<file path="src/rtl/bcd_updown_counter_pkg.sv">
// Shared BCD constants and helpers for the up/down counter and its digit cells.
package bcd_updown_counter_pkg;

   localparam int         BCD_W   = 4;
   localparam logic [3:0] BCD_MAX = 4'd9;
   localparam logic [3:0] BCD_MIN = 4'd0;

   // A loaded nibble outside 0..9 is replaced by zero so the count is always valid BCD
   function automatic logic [BCD_W-1:0] bcdSanitize(input logic [BCD_W-1:0] nibble);
      return (nibble > BCD_MAX) ? BCD_MIN : nibble;
   endfunction

endpackage

</file>
<file path="src/rtl/bcd_updown_counter_digit.sv">
// One BCD digit cell: holds a 0..9 value, steps up or down, and reports
// whether a step would carry (up from 9) or borrow (down from 0).
module bcd_digit
   import bcd_updown_counter_pkg::*;
(
   input  logic             clk,
   input  logic             rst,
   input  logic             step_in,
   input  logic             up,
   input  logic             load,
   input  logic [BCD_W-1:0] ld_val,
   output logic [BCD_W-1:0] q,
   output logic             carry_out
);

   logic [BCD_W-1:0] digitQ;
   logic [BCD_W-1:0] digitD;

   // The carry flag depends only on the held value and the direction, so the
   // next cell can decide whether this step ripples into it in the same cycle
   always_comb begin
      carry_out = up ? (digitQ == BCD_MAX) : (digitQ == BCD_MIN);
   end

   // Next value: a load replaces the digit outright, otherwise a step wraps
   // 9->0 going up or 0->9 going down, and with no step the digit holds
   always_comb begin
      digitD = digitQ;
      if (load) begin
         digitD = bcdSanitize(ld_val);
      end else if (step_in) begin
         if (up) begin
            digitD = (digitQ == BCD_MAX) ? BCD_MIN : digitQ + 4'd1;
         end else begin
            digitD = (digitQ == BCD_MIN) ? BCD_MAX : digitQ - 4'd1;
         end
      end
   end

   // Digit register; reset clears it to zero ahead of any load or step
   always_ff @(posedge clk) begin
      if (rst) begin
         digitQ <= BCD_MIN;
      end else begin
         digitQ <= digitD;
      end
   end

   assign q = digitQ;

endmodule

</file>
<file path="src/rtl/bcd_updown_counter.sv">
// Multi-digit BCD up/down counter with a clock prescaler, pause, and parallel
// load. The digits feed one hex decoder each; digit 0 is the least significant.
module bcd_updown_counter
   import bcd_updown_counter_pkg::*;
#(
   parameter int NUM_DIGITS = 4,
   parameter int CLK_HZ     = 50_000_000,
   parameter int TICK_HZ    = 1
)
(
   input  logic                        clk,
   input  logic                        rst,
   input  logic                        enable,
   input  logic                        up_down,
   input  logic                        load,
   input  logic [BCD_W*NUM_DIGITS-1:0] load_value,
   output logic [BCD_W*NUM_DIGITS-1:0] digits,
   output logic                        tick,
   output logic                        wrap
);

   localparam int            DIV      = CLK_HZ / TICK_HZ;
   localparam int            PW       = (DIV > 1) ? $clog2(DIV) : 1;
   localparam logic [PW-1:0] DIV_LAST = PW'(DIV - 1);

   logic [PW-1:0]       prescQ;
   logic [PW-1:0]       prescD;
   logic                tickQ;
   logic                tickD;
   logic                wrapQ;
   logic                wrapD;
   logic [NUM_DIGITS:0] stepChain;
   logic [NUM_DIGITS-1:0] carryChain;

   // Prescaler advances only while enabled and holds its phase when paused;
   // tick is raised for the cycle after the prescaler sits on its last value
   always_comb begin
      prescD = prescQ;
      tickD  = 1'b0;
      if (enable) begin
         tickD  = (prescQ == DIV_LAST);
         prescD = (prescQ == DIV_LAST) ? '0 : prescQ + PW'(1);
      end
   end

   // The least significant digit steps on an enabled tick unless a load
   // takes the cycle; a load therefore also suppresses any wrap
   always_comb begin
      stepChain[0] = tickQ & enable & ~load;
   end

   // Each cell steps only when every less significant cell is carrying or
   // borrowing; the step that would leave the top digit is the wrap event
   for (genvar i = 0; i < NUM_DIGITS; i++) begin : g_digit
      bcd_digit u_digit (
         .clk       (clk),
         .rst       (rst),
         .step_in   (stepChain[i]),
         .up        (up_down),
         .load      (load),
         .ld_val    (load_value[i*BCD_W +: BCD_W]),
         .q         (digits[i*BCD_W +: BCD_W]),
         .carry_out (carryChain[i])
      );
      assign stepChain[i+1] = stepChain[i] & carryChain[i];
   end

   // Wrap is registered so it lines up with the cycle the rolled-over digits appear
   always_comb begin
      wrapD = stepChain[NUM_DIGITS];
   end

   // Prescaler, tick and wrap registers; reset restarts a full tick period
   always_ff @(posedge clk) begin
      if (rst) begin
         prescQ <= '0;
         tickQ  <= 1'b0;
         wrapQ  <= 1'b0;
      end else begin
         prescQ <= prescD;
         tickQ  <= tickD;
         wrapQ  <= wrapD;
      end
   end

   assign tick = tickQ;
   assign wrap = wrapQ;

endmodule

</file>
<file path="config.mk">
export PLATFORM = sky130hd
export DESIGN_NAME = bcd_updown_counter
export DESIGN_NICKNAME = d
export VERILOG_FILES = /design/src/rtl/bcd_updown_counter_pkg.sv /design/src/rtl/bcd_updown_counter_digit.sv /design/src/rtl/bcd_updown_counter.sv
export SDC_FILE = /design/constraint.sdc
export NUM_CORES = 1
export LEC_CHECK = 0
export ABC_AREA = 1
export CAP_MARGIN = 5
export CORE_UTILIZATION = 56
export CTS_CLUSTER_SIZE = 12
export DETAILED_ROUTE_END_ITERATION = 16
export PLACE_DENSITY = 0.8
export SETUP_SLACK_MARGIN = 0.02
export SYNTH_ARGS = -nofsm -noshare
export SYNTH_HDL_FRONTEND = slang
export SYNTH_SLANG_ARGS = --single-unit
</file>
<file path="constraint.sdc">
create_clock -name clk -period 1.8 [get_ports clk]
set_clock_uncertainty 0.1 [all_clocks]
set_input_delay 0.18 -clock clk [delete_from_list [all_inputs] [get_ports clk]]
set_output_delay 0.18 -clock clk [all_outputs]
set_load 0.01 [all_outputs]
</file>
==> impl_metrics.env <==
export IMPL_status="finished clean"
export IMPL_die_w_um=75.43
export IMPL_clockBufferDepth=2
export IMPL_detail_route_iter0_violations=224
export IMPL_drcViolationCount=0
export IMPL_portBuffers=38
export IMPL_min_period_ns=1.699
export IMPL_holdWs_ns=0.4083
export IMPL_yosysWarnings=0
export IMPL_vias=3217
export IMPL_crit_cells=1
export IMPL_netlist_area_um2=3019
export IMPL_ios=39
export IMPL_power_leakage_nw=1.689
export IMPL_postSynthRegisterBits=44
export IMPL_holdPathStages=3
export IMPL_report_final_slew_viol_count=0
export IMPL_yosysMostFrequentCell="nand2_1"
export IMPL_num_rows=26
export IMPL_syn_nets=499
export IMPL_die_area_um2=5689
export IMPL_final_util_pct=72.81
export IMPL_cts_root_buf="clkbuf_8"
export IMPL_syn_avg_cell_area_um2=6.343
export IMPL_holdBufCountCts=0
export IMPL_ys_seq_area_share_pct=29.18
export IMPL_fmax_mhz=588.7
export IMPL_p_total_mw=2.280
export IMPL_fin_crit_sh_pct=94.38
export IMPL_initial_core_util_pct=58.74
export IMPL_post_synth_top_area_cell="dfxtp_1"
export IMPL_relSlewSlack_pct=73.94
export IMPL_end_kind="output port"
export IMPL_wl_per_cell_um=12.20
export IMPL_finalNetCount=556
export IMPL_synthTopCellsByArea="dfxtp_1, nand2_1, nor2_1, nand3_1, inv_1"
export IMPL_crit_slowest_cell="clkdlybuf4s50_1"
export IMPL_path_buf_inv=1
export IMPL_ys_types=39
export IMPL_clock_latency_ns=0.30
export IMPL_core_area_um2=5140
export IMPL_grt_use_total_pct=26.47
export IMPL_worstPathCellList="clkdlybuf4s50_1"
export IMPL_synth_edf_count=0
export IMPL_netlist_instances=476
export IMPL_fp_dieH_um=75.43
export IMPL_cellPowerDensity_nw_per_um2=609.3
export IMPL_max_stage_delay_ns=0.61
export IMPL_synthFlopType="dfxtp_1"
export IMPL_synth_async_reset_ratio_pct=0
export IMPL_yosysTopAreaCellShare_pct=29.18
export IMPL_grt_max_degree=17
export IMPL_diodes=0
export IMPL_cts_sinks=44
export IMPL_cts_buffers_inserted=5
export IMPL_clk_pin_slew_ns=0.09
export IMPL_antenna_found_initial=0
export IMPL_wirelength_um=7368
export IMPL_area_growth_pct=23.95
export IMPL_post_place_ws_ns=-0.04767
export IMPL_first_pass_iters=5
export IMPL_gp_congestion=0.9138
export IMPL_grt_first_pass_wirelength_um=11630
export IMPL_crit_type="register to output port"
export IMPL_cp_arrival_ns=1.42
export IMPL_viasPerCell=5.326
export IMPL_timing_final_hold_violations=0
export IMPL_cp_max_fo=7
export IMPL_hp_class="input port to register"
export IMPL_yosys_top_cells_count="nand2_1, nor2_1, dfxtp_1"
export IMPL_cts_resized=0
export IMPL_cap_violations=0
export IMPL_rr_worst_depth=10
export IMPL_tightest_slew_ns=0.3905
export IMPL_start_kind="register"
export IMPL_dp_hpwl_um=5560
export IMPL_worst_ep_required_time_ns=1.52
export IMPL_grt_pass1_vias=2793
export IMPL_grt_overflow_total=0
export IMPL_timing_final_ws_setup_ns=0.1012
export IMPL_ir_drop_v=0.0004180
export IMPL_setup_viol=0
export IMPL_drive_gt1_share_pct=14.98
export IMPL_cts_htree_levels=2
export IMPL_cts_tree="yes"
export IMPL_critPathTopFamily="buffers and inverters"
export IMPL_post_cts_setup_buffers=0
export IMPL_ant_nets=0
export IMPL_rsz0062_at_grt="false"
cell usage in the layout (no fill, tap or decap), types with 3 or more instances in the layout:
master           instances
nand2_1                122
nor2_1                  83
dfxtp_1                 43
inv_1                   41
nand3_1                 41
clkdlybuf4s50_1         38
buf_4                   24
o21ai_0                 22
nor3_1                  13
xor2_1                  10
inv_2                    9
nor2_2                   9
nand4_1                  9
a21oi_1                  8
nand2_2                  7
a31oi_1                  7
clkbuf_8                 6
nor2_4                   4
nor3_2                   4
xnor2_1                  3
nor4_1                   3
metal layers:
metal,wire length (um),track usage (%),vias up
li1,-,-,1644
met1,3064,28.61,1449
met2,3802,51.19,111
met3,391,4.233,13
met4,110,10.29,0
met5,0,0,-
through the flow:
stage / setup TNS (ns) / instances / cell area (um2)
after floorplan: 0 / 476 / 3019
final: 0 / 604 / 3742
after global placement: -0.009489 / 596 / 3620
after detailed placement: -0.4782 / 596 / 3620
after CTS: 0 / 604 / 3741
after global routing: 0 / 604 / 3742
where the power goes:
| part | leakage [nW] | internal (mW) | switching, mW |
|---|---|---|---|
| Combinational | 1.27 | 0.190 | 0.225 |
| Clock | 0.0614 | 0.455 | 0.367 |
| Sequential | 0.358 | 1.00 | 0.0434 |
final timing paths:
path	from	slack (ns)	endpoint
max	g_digit[2].u_digit.q[0]$_SDFFE_PP0P_	0.10	digits[8]
min	load_value[2]	0.41	g_digit[0].u_digit.q[2]$_SDFFE_PP0P_
max reg2reg	prescQ[1]$_SDFFE_PP0P_	0.17	prescQ[22]$_SDFFE_PP0P_
min reg2reg	prescQ[1]$_SDFFE_PP0P_	0.41	prescQ[1]$_SDFFE_PP0P_
layout make-up:
class	count	area (um2)
clock inverters	2	38.79
repair buffers	63	580.6
multi-input cells	369	1883
fillers	471	1398
inverters	50	187.7
flip-flops and latches	44	882.1
well taps	70	87.58
clock buffers	6	82.58
kinds of logic (layout without fill, tap and decap cells):
kind of cell / count (synthesis) / count (layout) / share of synthesized area, %
buffers and inverters: 63 / 121 / 8.454
DFF: 44 / 44 / 29.18
adders and majority gates: 2 / 2 / 0.8287
xor gates and xnor gates: 13 / 13 / 3.771
and+or+nand+nor: 310 / 310 / 49.73
AOI/OAI and AO/OA: 44 / 44 / 8.040
flip-flops by register name (all words and copies together) (netlist names):
signal / cells
g_digit.u_digit.q: 16
prescQ: 26
tick: 1
wrap: 1
(Power assumes the default switching activity.)
